<file path="src/rtl/alu_pkg.sv">
// Shared ALU encodings: opcode classes, R-type funct codes, FSM states, PSR flag bit indices.
// Latency: n/a (declarations only).
// Backpressure: n/a.
package alu_pkg;

  // Opcode class lives in alu_opcode[7:4]
  localparam logic [3:0] CLS_RTYPE = 4'b0000;
  localparam logic [3:0] CLS_SHIFT = 4'b1000;
  localparam logic [3:0] CLS_LUI   = 4'b1111;

  // R-type funct lives in alu_opcode[3:0]
  localparam logic [3:0] FN_AND  = 4'b0001;
  localparam logic [3:0] FN_OR   = 4'b0010;
  localparam logic [3:0] FN_XOR  = 4'b0011;
  localparam logic [3:0] FN_ADD  = 4'b0101;
  localparam logic [3:0] FN_ADDU = 4'b0110;
  localparam logic [3:0] FN_ADDC = 4'b0111;
  localparam logic [3:0] FN_SUB  = 4'b1001;
  localparam logic [3:0] FN_SUBC = 4'b1010;
  localparam logic [3:0] FN_CMP  = 4'b1011;
  localparam logic [3:0] FN_MOV  = 4'b1101;
  localparam logic [3:0] FN_MUL  = 4'b1110;

  // Shift opcode bit selecting sign fill on right shifts
  localparam int SHIFT_ARITH_BIT = 1;

  // PSR flag vector is {C,L,F,Z,N}
  localparam int FLAG_C = 4;
  localparam int FLAG_L = 3;
  localparam int FLAG_F = 2;
  localparam int FLAG_Z = 1;
  localparam int FLAG_N = 0;

  typedef enum logic {
    IDLE  = 1'b0,
    SHIFT = 1'b1
  } state_t;

  // Magnitude of a 5-bit two's-complement shift amount; -16 maps to 16.
  function automatic logic [5:0] shift_mag(input logic [4:0] amt);
    logic [5:0] sext;
    sext = {amt[4], amt};
    shift_mag = amt[4] ? (6'd0 - sext) : sext;
  endfunction

endpackage

</file>
<file path="src/rtl/alu_exec_stage_if.sv">
// Handshake bundle between opcode translator, execute stage and writeback.
// Latency: n/a (wires only).
// Backpressure: in_valid/in_ready on the operation side, out_valid/out_ready on the result side.
// Ports: in_valid, in_ready, alu_opcode[7:0], op_a, op_b, out_valid, out_ready, result, flags[4:0].
interface alu_exec_stage_if #(
  parameter int WIDTH = 16
);
  logic             in_valid;
  logic             in_ready;
  logic [7:0]       alu_opcode;
  logic [WIDTH-1:0] op_a;
  logic [WIDTH-1:0] op_b;
  logic             out_valid;
  logic             out_ready;
  logic [WIDTH-1:0] result;
  logic [4:0]       flags;

  // Upstream/writeback side
  modport master (
    output in_valid, alu_opcode, op_a, op_b, out_ready,
    input  in_ready, out_valid, result, flags
  );

  // Execute stage side
  modport slave (
    input  in_valid, alu_opcode, op_a, op_b, out_ready,
    output in_ready, out_valid, result, flags
  );
endinterface

</file>
<file path="src/rtl/alu_shift_unit.sv">
// Iterative one-bit-per-cycle shifter holding the working register and remaining count.
// Latency: amt cycles after start; done is high during the final shift step.
// Backpressure: none; the owning FSM only starts it when idle.
// Ports: clock, reset (async active-low), start, data, amt (magnitude), dir_right, arith,
//        done, shifted (working register after one more step).
module alu_shift_unit #(
  parameter int WIDTH = 16
) (
  input  logic             clock,
  input  logic             reset,
  input  logic             start,
  input  logic [WIDTH-1:0] data,
  input  logic [5:0]       amt,
  input  logic             dir_right,
  input  logic             arith,
  output logic             done,
  output logic [WIDTH-1:0] shifted
);

  logic [WIDTH-1:0] work;
  logic [5:0]       cnt;
  logic             right_q;
  logic             arith_q;

  // Sign fill only for arithmetic right shifts; left shifts always fill with zero.
  assign shifted = right_q ? {arith_q & work[WIDTH-1], work[WIDTH-1:1]}
                           : {work[WIDTH-2:0], 1'b0};

  // The step taken while cnt==1 produces the final value.
  assign done = (cnt == 6'd1);

  always_ff @(posedge clock or negedge reset) begin
    if (!reset) begin
      work    <= '0;
      cnt     <= '0;
      right_q <= 1'b0;
      arith_q <= 1'b0;
    end else if (start) begin
      work    <= data;
      cnt     <= amt;
      right_q <= dir_right;
      arith_q <= arith;
    end else if (cnt != 6'd0) begin
      work <= shifted;
      cnt  <= cnt - 6'd1;
    end
  end

endmodule

</file>
<file path="src/rtl/alu_exec_stage.sv">
// Execute stage: accepts one ALU op, computes result and PSR flags, holds them for writeback.
// Latency: 1 cycle accept->out_valid; shifts 1+|k| cycles.
// Backpressure: result held until out_ready; in_ready only when idle and the output slot drains.
// Ports: clock, reset (async active-low), bus (alu_exec_stage_if.slave).
module alu_exec_stage
  import alu_pkg::*;
#(
  parameter int         WIDTH    = 16,
  parameter logic [4:0] FLAG_RST = 5'b00000
) (
  input logic             clock,
  input logic             reset,
  alu_exec_stage_if.slave bus
);

  localparam logic [5:0] WSAT = 6'(WIDTH);

  state_t           state;
  logic             out_valid;
  logic [WIDTH-1:0] result_q;
  logic [4:0]       flags_q;

  logic [WIDTH-1:0] a;
  logic [WIDTH-1:0] b;
  logic [3:0]       cls;
  logic [3:0]       funct;
  logic             in_ready;
  logic             accept;
  logic [5:0]       amt_abs;
  logic [5:0]       amt_sat;
  logic             shift_start;
  logic             shift_done;
  logic [WIDTH-1:0] shift_res;
  logic [WIDTH-1:0] mul_lo;

  logic [WIDTH:0]   ext;
  logic [WIDTH-1:0] res_c;
  logic [4:0]       flags_c;

  assign a     = bus.op_a;
  assign b     = bus.op_b;
  assign cls   = bus.alu_opcode[7:4];
  assign funct = bus.alu_opcode[3:0];

  // Gated by reset so nothing is offered upstream while reset is held.
  assign in_ready = reset & (state == IDLE) & (~out_valid | bus.out_ready);
  assign accept   = bus.in_valid & in_ready;

  assign amt_abs     = shift_mag(b[4:0]);
  assign amt_sat     = (amt_abs > WSAT) ? WSAT : amt_abs;
  // Zero-amount shifts complete like any single-cycle op (result = op_a).
  assign shift_start = accept & (cls == CLS_SHIFT) & (amt_sat != 6'd0);

  assign mul_lo = a * b;

  assign bus.in_ready  = in_ready;
  assign bus.out_valid = out_valid;
  assign bus.result    = result_q;
  assign bus.flags     = flags_q;

  alu_shift_unit #(.WIDTH(WIDTH)) u_shift (
    .clock     (clock),
    .reset     (reset),
    .start     (shift_start),
    .data      (a),
    .amt       (amt_sat),
    .dir_right (b[4]),
    .arith     (bus.alu_opcode[SHIFT_ARITH_BIT]),
    .done      (shift_done),
    .shifted   (shift_res)
  );

  // Single-cycle ops. Unlisted opcodes pass op_a through with flags untouched.
  always_comb begin
    res_c   = a;
    flags_c = flags_q;
    ext     = '0;
    case (cls)
      CLS_RTYPE: begin
        case (funct)
          FN_AND: res_c = a & b;
          FN_OR:  res_c = a | b;
          FN_XOR: res_c = a ^ b;
          FN_ADD: begin
            ext             = {1'b0, a} + {1'b0, b};
            res_c           = ext[WIDTH-1:0];
            flags_c[FLAG_C] = ext[WIDTH];
            flags_c[FLAG_F] = (a[WIDTH-1] == b[WIDTH-1]) && (ext[WIDTH-1] != a[WIDTH-1]);
          end
          FN_ADDU: begin
            ext             = {1'b0, a} + {1'b0, b};
            res_c           = ext[WIDTH-1:0];
            flags_c[FLAG_C] = ext[WIDTH];
          end
          FN_ADDC: begin
            ext             = {1'b0, a} + {1'b0, b} + {{WIDTH{1'b0}}, flags_q[FLAG_C]};
            res_c           = ext[WIDTH-1:0];
            flags_c[FLAG_C] = ext[WIDTH];
          end
          FN_SUB: begin
            // Bit WIDTH of the extended difference is the borrow.
            ext             = {1'b0, a} - {1'b0, b};
            res_c           = ext[WIDTH-1:0];
            flags_c[FLAG_C] = ext[WIDTH];
            flags_c[FLAG_F] = (a[WIDTH-1] != b[WIDTH-1]) && (ext[WIDTH-1] != a[WIDTH-1]);
          end
          FN_SUBC: begin
            ext             = {1'b0, a} - {1'b0, b} - {{WIDTH{1'b0}}, flags_q[FLAG_C]};
            res_c           = ext[WIDTH-1:0];
            flags_c[FLAG_C] = ext[WIDTH];
          end
          FN_CMP: begin
            flags_c[FLAG_Z] = (a == b);
            flags_c[FLAG_L] = (a < b);
            flags_c[FLAG_N] = ($signed(a) < $signed(b));
          end
          FN_MOV: res_c = b;
          FN_MUL: res_c = mul_lo;
          default: ;
        endcase
      end
      CLS_LUI: res_c = {b[7:0], {(WIDTH-8){1'b0}}};
      default: ;
    endcase
  end

  always_ff @(posedge clock or negedge reset) begin
    if (!reset) begin
      state     <= IDLE;
      out_valid <= 1'b0;
      result_q  <= '0;
      flags_q   <= FLAG_RST;
    end else begin
      case (state)
        IDLE: begin
          if (accept) begin
            if (shift_start) begin
              // Slot was empty or draining this cycle, so nothing is lost.
              state     <= SHIFT;
              out_valid <= 1'b0;
            end else begin
              out_valid <= 1'b1;
              result_q  <= res_c;
              flags_q   <= flags_c;
            end
          end else if (out_valid && bus.out_ready) begin
            out_valid <= 1'b0;
          end
        end
        SHIFT: begin
          if (shift_done) begin
            state     <= IDLE;
            out_valid <= 1'b1;
            result_q  <= shift_res;
          end
        end
        default: state <= IDLE;
      endcase
    end
  end

endmodule

</file>
<file path="src/flat_wrapper.sv">
// flat-port wrapper written by rule: the top's interface ports become plain ports
module alu_exec_stage_flat import alu_pkg::*;
#(
  parameter int         WIDTH    = 16,
  parameter logic [4:0] FLAG_RST = 5'b00000
)
  (clock, reset, bus_in_valid, bus_alu_opcode, bus_op_a, bus_op_b, bus_out_ready, bus_in_ready, bus_out_valid, bus_result, bus_flags);
  alu_exec_stage_if #(.WIDTH(WIDTH)) bus_i ();
  input logic clock;
  input logic reset;
  input wire logic [$bits(bus_i.in_valid)-1:0] bus_in_valid;
  input wire logic [$bits(bus_i.alu_opcode)-1:0] bus_alu_opcode;
  input wire logic [$bits(bus_i.op_a)-1:0] bus_op_a;
  input wire logic [$bits(bus_i.op_b)-1:0] bus_op_b;
  input wire logic [$bits(bus_i.out_ready)-1:0] bus_out_ready;
  output wire logic [$bits(bus_i.in_ready)-1:0] bus_in_ready;
  output wire logic [$bits(bus_i.out_valid)-1:0] bus_out_valid;
  output wire logic [$bits(bus_i.result)-1:0] bus_result;
  output wire logic [$bits(bus_i.flags)-1:0] bus_flags;
  assign bus_i.in_valid = bus_in_valid;
  assign bus_i.alu_opcode = bus_alu_opcode;
  assign bus_i.op_a = bus_op_a;
  assign bus_i.op_b = bus_op_b;
  assign bus_i.out_ready = bus_out_ready;
  assign bus_in_ready = bus_i.in_ready;
  assign bus_out_valid = bus_i.out_valid;
  assign bus_result = bus_i.result;
  assign bus_flags = bus_i.flags;
  alu_exec_stage #(.WIDTH(WIDTH), .FLAG_RST(FLAG_RST)) u_core (.clock(clock), .reset(reset), .bus(bus_i));
endmodule
</file>
<file path="config.mk">
export PLATFORM = sky130hd
export DESIGN_NAME = alu_exec_stage_flat
export DESIGN_NICKNAME = d
export VERILOG_FILES = /design/src/rtl/alu_pkg.sv /design/src/rtl/alu_exec_stage_if.sv /design/src/rtl/alu_shift_unit.sv /design/src/rtl/alu_exec_stage.sv /design/src/flat_wrapper.sv
export SDC_FILE = /design/constraint.sdc
export NUM_CORES = 1
export LEC_CHECK = 0
export ABC_CLOCK_PERIOD_IN_PS = 2000
export CORE_MARGIN = 3
export CORE_UTILIZATION = 57
export CTS_CLUSTER_SIZE = 25
export DETAILED_ROUTE_END_ITERATION = 7
export PLACE_DENSITY_LB_ADDON = 0.15
export SLEW_MARGIN = 5
export SYNTH_ARGS = -nofsm -noshare
export SYNTH_HDL_FRONTEND = slang
export SYNTH_HIERARCHICAL = 1
export SYNTH_SLANG_ARGS = --single-unit
export TNS_END_PERCENT = 5
</file>
<file path="constraint.sdc">
create_clock -name clock -period 2 [get_ports clock]
set_input_delay 0.2 -clock clock [delete_from_list [all_inputs] [get_ports clock]]
set_output_delay 0.2 -clock clock [all_outputs]
set_load 0.01 [all_outputs]
</file>
==> results.json, run 1 <==
{
  "post_synth_main_area_contributors": "fa_1, ha_1, dfrtp_1",
  "place.port_buffers": 66,
  "boundaryPins": 67,
  "yosys_register_bits": 47,
  "max-clock-path-buffers": 2,
  "syn_inst": 1391,
  "die_h_um": 144.8,
  "postSynth.asyncResetShare": 1.000,
  "lastStage": "global routing",
  "die-width_um": 144.8,
  "worst_endpoint_kind": "register input",
  "grt_max_degree": 48,
  "grt_util_all_layers": 0.6256,
  "post_cts_hold_buffer_count": 0,
  "syn_area_um2": 10980,
  "syn-mean-instance-area_um2": 7.893,
  "ctsRootBufferMaster": "clkbuf_16",
  "grt_remaining_overflow": 1,
  "synth_enable_flop_cells": 0,
  "firstError": "[ERROR GRT-0232] Routing congestion too high. Check the congestion heatmap in the GUI.",
  "cts_htree_levels": 2,
  "globalplace.congestion": 1.100,
  "clock_sink_count": 47,
  "cts_inserted_buffers": 5,
  "placement_rows": 50,
  "synthDominantCellAreaShare": 0.1477,
  "syn_nets": 1622,
  "yosys_warnings": 6,
  "detailedPlacementHpwl_um": 38240,
  "synth.distinct_cells": 101,
  "initial_utilization": 0.5831,
  "yosys.area.top_type": "fa_1",
  "share_of_the_yosys_chip_area_belonging_to_registers": 0.1071,
  "dominantRegCellSynth": "dfrtp_1",
  "last_worst_endpoint_in_the_global_route_repair_timing": "u_core/bus.result[15]$_DFFE_PN0P_/D",
  "outcome": "did not finish"
}
## repair_timing
| item | 4_1_cts |
|---|---|
| endpoints found under the setup margin | 46 |
| pin swaps | 100 |
| buffers inserted | 62 |
| gates resized for setup | 316 |
## metrics by stage
step / cell area [µm²] / util / std cells / worst slack, ns / hold slack (ns)
after CTS: 16120 / 0.8561 / 2104 / -3.148 / 0.04145
after detailed placement: 14740 / 0.7826 / 2035 / -4.167 / 0.3471
after global placement: 14740 / 0.7826 / 2035 / -4.097 / 0.3462
after floorplan: 11150 / - / 1391 / -3.204 / -0.09559
## synthesized netlist by cell type (17+ instances only)
library cell	number
a211oi_1	29
a21oi_1	52
a221oi_2	17
a31oi_1	17
clkbuf_1	55
dfrtp_1	47
fa_1	81
ha_1	106
inv_1	186
nand2_1	128
nand3_1	19
nor2_1	156
nor3_1	26
o211ai_1	20
o21ai_0	51
xnor2_1	54
xor2_1	22
## per-layer routing
layer  GRT overflow  track usage
met5              0      0.05263
met4              1       0.5390
met3              0       0.4197
met2              0       0.8413
met1              0       0.6573
## cell families after synthesis
| family | Yosys count | share of synthesized area |
|---|---|---|
| other | 1 | 0.0003416 |
| AND/OR/NAND/NOR | 458 | 0.2017 |
| flip-flops | 47 | 0.1071 |
| buffers and inverters | 265 | 0.09869 |
| XOR/XNOR | 78 | 0.06416 |
| AO/OA/AOI/OAI | 335 | 0.2393 |
| adder cells (fa/ha/maj) | 187 | 0.2685 |
| multiplexers | 20 | 0.02017 |
==> run 2, diff against run 1 <==
Settings changed: ABC_CLOCK_PERIOD_IN_PS 2000 to 2600, CORE_UTILIZATION 57 to 40, CTS_CLUSTER_SIZE 25 to unset.
Clock period 2 ns to 2.6 ns, I/O delays scaled along.
==> run 2 against run 1 <==
Against the previous run: the flow now finishes, with violations (setup timing); synthesized cell count unchanged; area after synthesis unchanged.
==> results.json, run 2 <==
{
  "initial_drc_count": 1102,
  "grt_max_degree": 48,
  "yosys_register_bits": 47,
  "critPathMaxFanout": 4,
  "dominant_cell_by_count_in_the_synthesized_netlist": "inv_1",
  "syn-mean-instance-area_um2": 7.893,
  "grt_remaining_overflow": 0,
  "outcome": "complete, but fails checks",
  "tightestPinTransition_ns": 0.7034,
  "dp.cells": 2136,
  "critPathArrivalTime_ns": 5.54,
  "syn_inst": 1391,
  "yosys_warnings": 6,
  "num-nets-final": 2066,
  "final_cell_count_no_fill": 2177,
  "final_common_cell": "buf_4",
  "worst_path_top_cell_family_by_delay": "adder cells",
  "antenna_found_initial": 0,
  "cts_tree": "yes",
  "routed_via_density": 5.653,
  "crit_path_max_incr_delay_ns": 0.53,
  "synth_top_cells_by_count": "inv_1, nor2_1, nand2_1",
  "post_synth_main_area_contributors": "fa_1, ha_1, dfrtp_1",
  "synthDominantCellAreaShare": 0.1477,
  "critical_path_buf_inv_count": 7,
  "initial_utilization": 0.4074,
  "setup.worst_path.start_class": "primary input",
  "core-area_um2": 26950,
  "die_h_um": 171.7,
  "max_freq_mhz": 186.6,
  "synth_enable_flop_cells": 0,
  "antenna_cells": 0,
  "cts_htree_levels": 2,
  "totalWireLength_um": 47700,
  "hold_violations": 0,
  "rsz0062_at_grt": "yes",
  "ant_nets": 0,
  "worst_ir_drop_vdd_mv": 2.046,
  "max-clock-path-buffers": 2,
  "vias": 12306,
  "postSynth.asyncResetShare": 1.000,
  "cts.clk_slew.worst_paths_ns": 0.08,
  "clock_sink_count": 47,
  "slew-limit-headroom": 0.5261,
  "share_of_the_yosys_chip_area_belonging_to_registers": 0.1071,
  "worst_hold_slack_ns": 0.06734,
  "grt_pass1_vias": 12251,
  "period_share": 2.061,
  "grt_util_all_layers": 0.3239,
  "detailedPlacementHpwl_um": 40580,
  "most_frequent_cells_in_the_layout": "buf_4, inv_1, nor2_1",
  "cts_inserted_buffers": 5,
  "worst-setup-path-type": "primary input to flip-flop",
  "power_dens_cells_nw_per_um2": 841.3,
  "maxSlewViolCount": 0,
  "globalplace.congestion": 1.052,
  "crit_required_ns": 2.78,
  "detail_route.first_pass.iterations": 5,
  "ctsRootBufferMaster": "clkbuf_16",
  "setup_viol": 19,
  "hp-class": "primary input to asynchronous set/reset pin",
  "violations": "setup timing",
  "layout_setup_ws_ns": -2.758,
  "crit_path_end_kind": "flip-flop",
  "period_needed_ns": 5.358,
  "yosys.area.top_type": "fa_1",
  "placement_rows": 60,
  "dominantRegCellSynth": "dfrtp_1",
  "clock_latency_ns": 0.30,
  "post_route_cells_drive_above_1_share": 0.3600,
  "syn_nets": 1622,
  "final_util": 0.5933,
  "drc_errors": 0,
  "critical_path.slowest_cell": "fa_1",
  "die-area_um2": 29470,
  "post_place_setup_slack_ns": -3.734,
  "crit_path_frequent_cell": "inv_1",
  "syn_area_um2": 10980,
  "boundaryPins": 67,
  "place.port_buffers": 66,
  "areaGrowthSynthToFinish_pct": 45.63,
  "die-width_um": 171.7,
  "worstPathCellList": "clkdlybuf4s15_2 > buf_4 > inv_1 > nor2_1 > fa_1 > inv_1 > fa_1 > inv_1 > fa_2 > fa_2 > fa_1 > inv_1 > fa_1 > inv_1 > ha_1 > nand2_1 > o41ai_4 > xnor2_2 > o2111ai_2 > a2111oi_4 > a21oi_1",
  "synth.distinct_cells": 101,
  "p_leak_nw": 7.573,
  "max_cap_viol_count": 0,
  "report.power.total_mw": 13.45,
  "fin_skew_ns": 0.006866,
  "wire_length_per_cell_after_detailed_routing_um": 21.91,
  "global_route_wire_length_before_repair_um": 72640
}
-- run 2: layer usage --
layer | vias to the layer above | GRT usage | part of all wire
li1 | 5712 | - | -
met1 | 5984 | 0.4558 | 0.44
met2 | 502 | 0.5016 | 0.44
met3 | 108 | 0.04689 | 0.071
met4 | 0 | 0.1277 | 0.049
met5 | - | 0 | 0
-- run 2: cells by family after synthesis --
kind of cell             synth area share
multiplexers                      0.02017
AO/OA/AOI/OAI                      0.2393
buffers and inverters             0.09869
XOR/XNOR                          0.06416
flip-flops                         0.1071
other                           0.0003416
adder cells (fa/ha/maj)            0.2685
AND/OR/NAND/NOR                    0.2017
-- run 2: worst paths after layout --
check | start | to | slack, ns | cells after the start
max | bus_op_a[9] | u_core/bus.result[15]$_DFFE_PN0P_ | -2.76 | 21
min | reset | u_core/bus.out_valid$_DFFE_PN0P_ | 0.07 | 2
max reg2reg | u_core/bus.flags[4]$_DFFE_PN0P_ | u_core/bus.result[15]$_DFFE_PN0P_ | -0.09 | 10
min reg2reg | u_core/bus.flags[1]$_DFFE_PN0P_ | u_core/bus.flags[1]$_DFFE_PN0P_ | 0.48 | 2
max in group asynchronous | reset | u_core/u_shift/cnt[0]$_DFFE_PN0P_ | 2.08 | 2
min in group clock | bus_op_a[8] | u_core/u_shift/work[8]$_DFFE_PN0P_ | 0.39 | 4
-- run 2: area by class of cell --
class                      count  area [µm²]
clock buffer                   5       125.1
clock inverter                 3       46.29
timing repair buffer         511        4114
fill                        2458       10960
sequential                    47        1176
tap                          341       426.7
multi-input combinational   1079        9306
inverter                     191       794.5
-- run 2: timing repair --
item,CTS,global route
endpoints found under the setup margin,44,44
setup buffers,30,4
resized for setup,213,46
pin swaps,62,26
endpoints found under the hold margin,0,0
hold buffers,0,0
cloned,0,0
-- run 2: stage by stage --
stage	cell area (µm²)	setup TNS, ns
2_1_floorplan	11150	-26.83
3_3_place_gp	14950	-61.75
3_5_place_dp	14950	-64.47
4_1_cts	15780	-32.88
5_1_grt	15990	-36.02
6_report	15990	-33.07
-- run 2: where the power goes --
| group | total (mW) | leakage, nW | switching [mW] | internal, mW |
|---|---|---|---|---|
| sequential | 1.30 | 0.588 | 0.269 | 1.03 |
| combinational | 11.4 | 6.90 | 6.01 | 5.35 |
| clock | 0.788 | 0.0804 | 0.330 | 0.459 |
| total | 13.5 | 7.57 | 6.61 | 6.84 |
No activity file was read; power rests on OpenSTA's default activity.
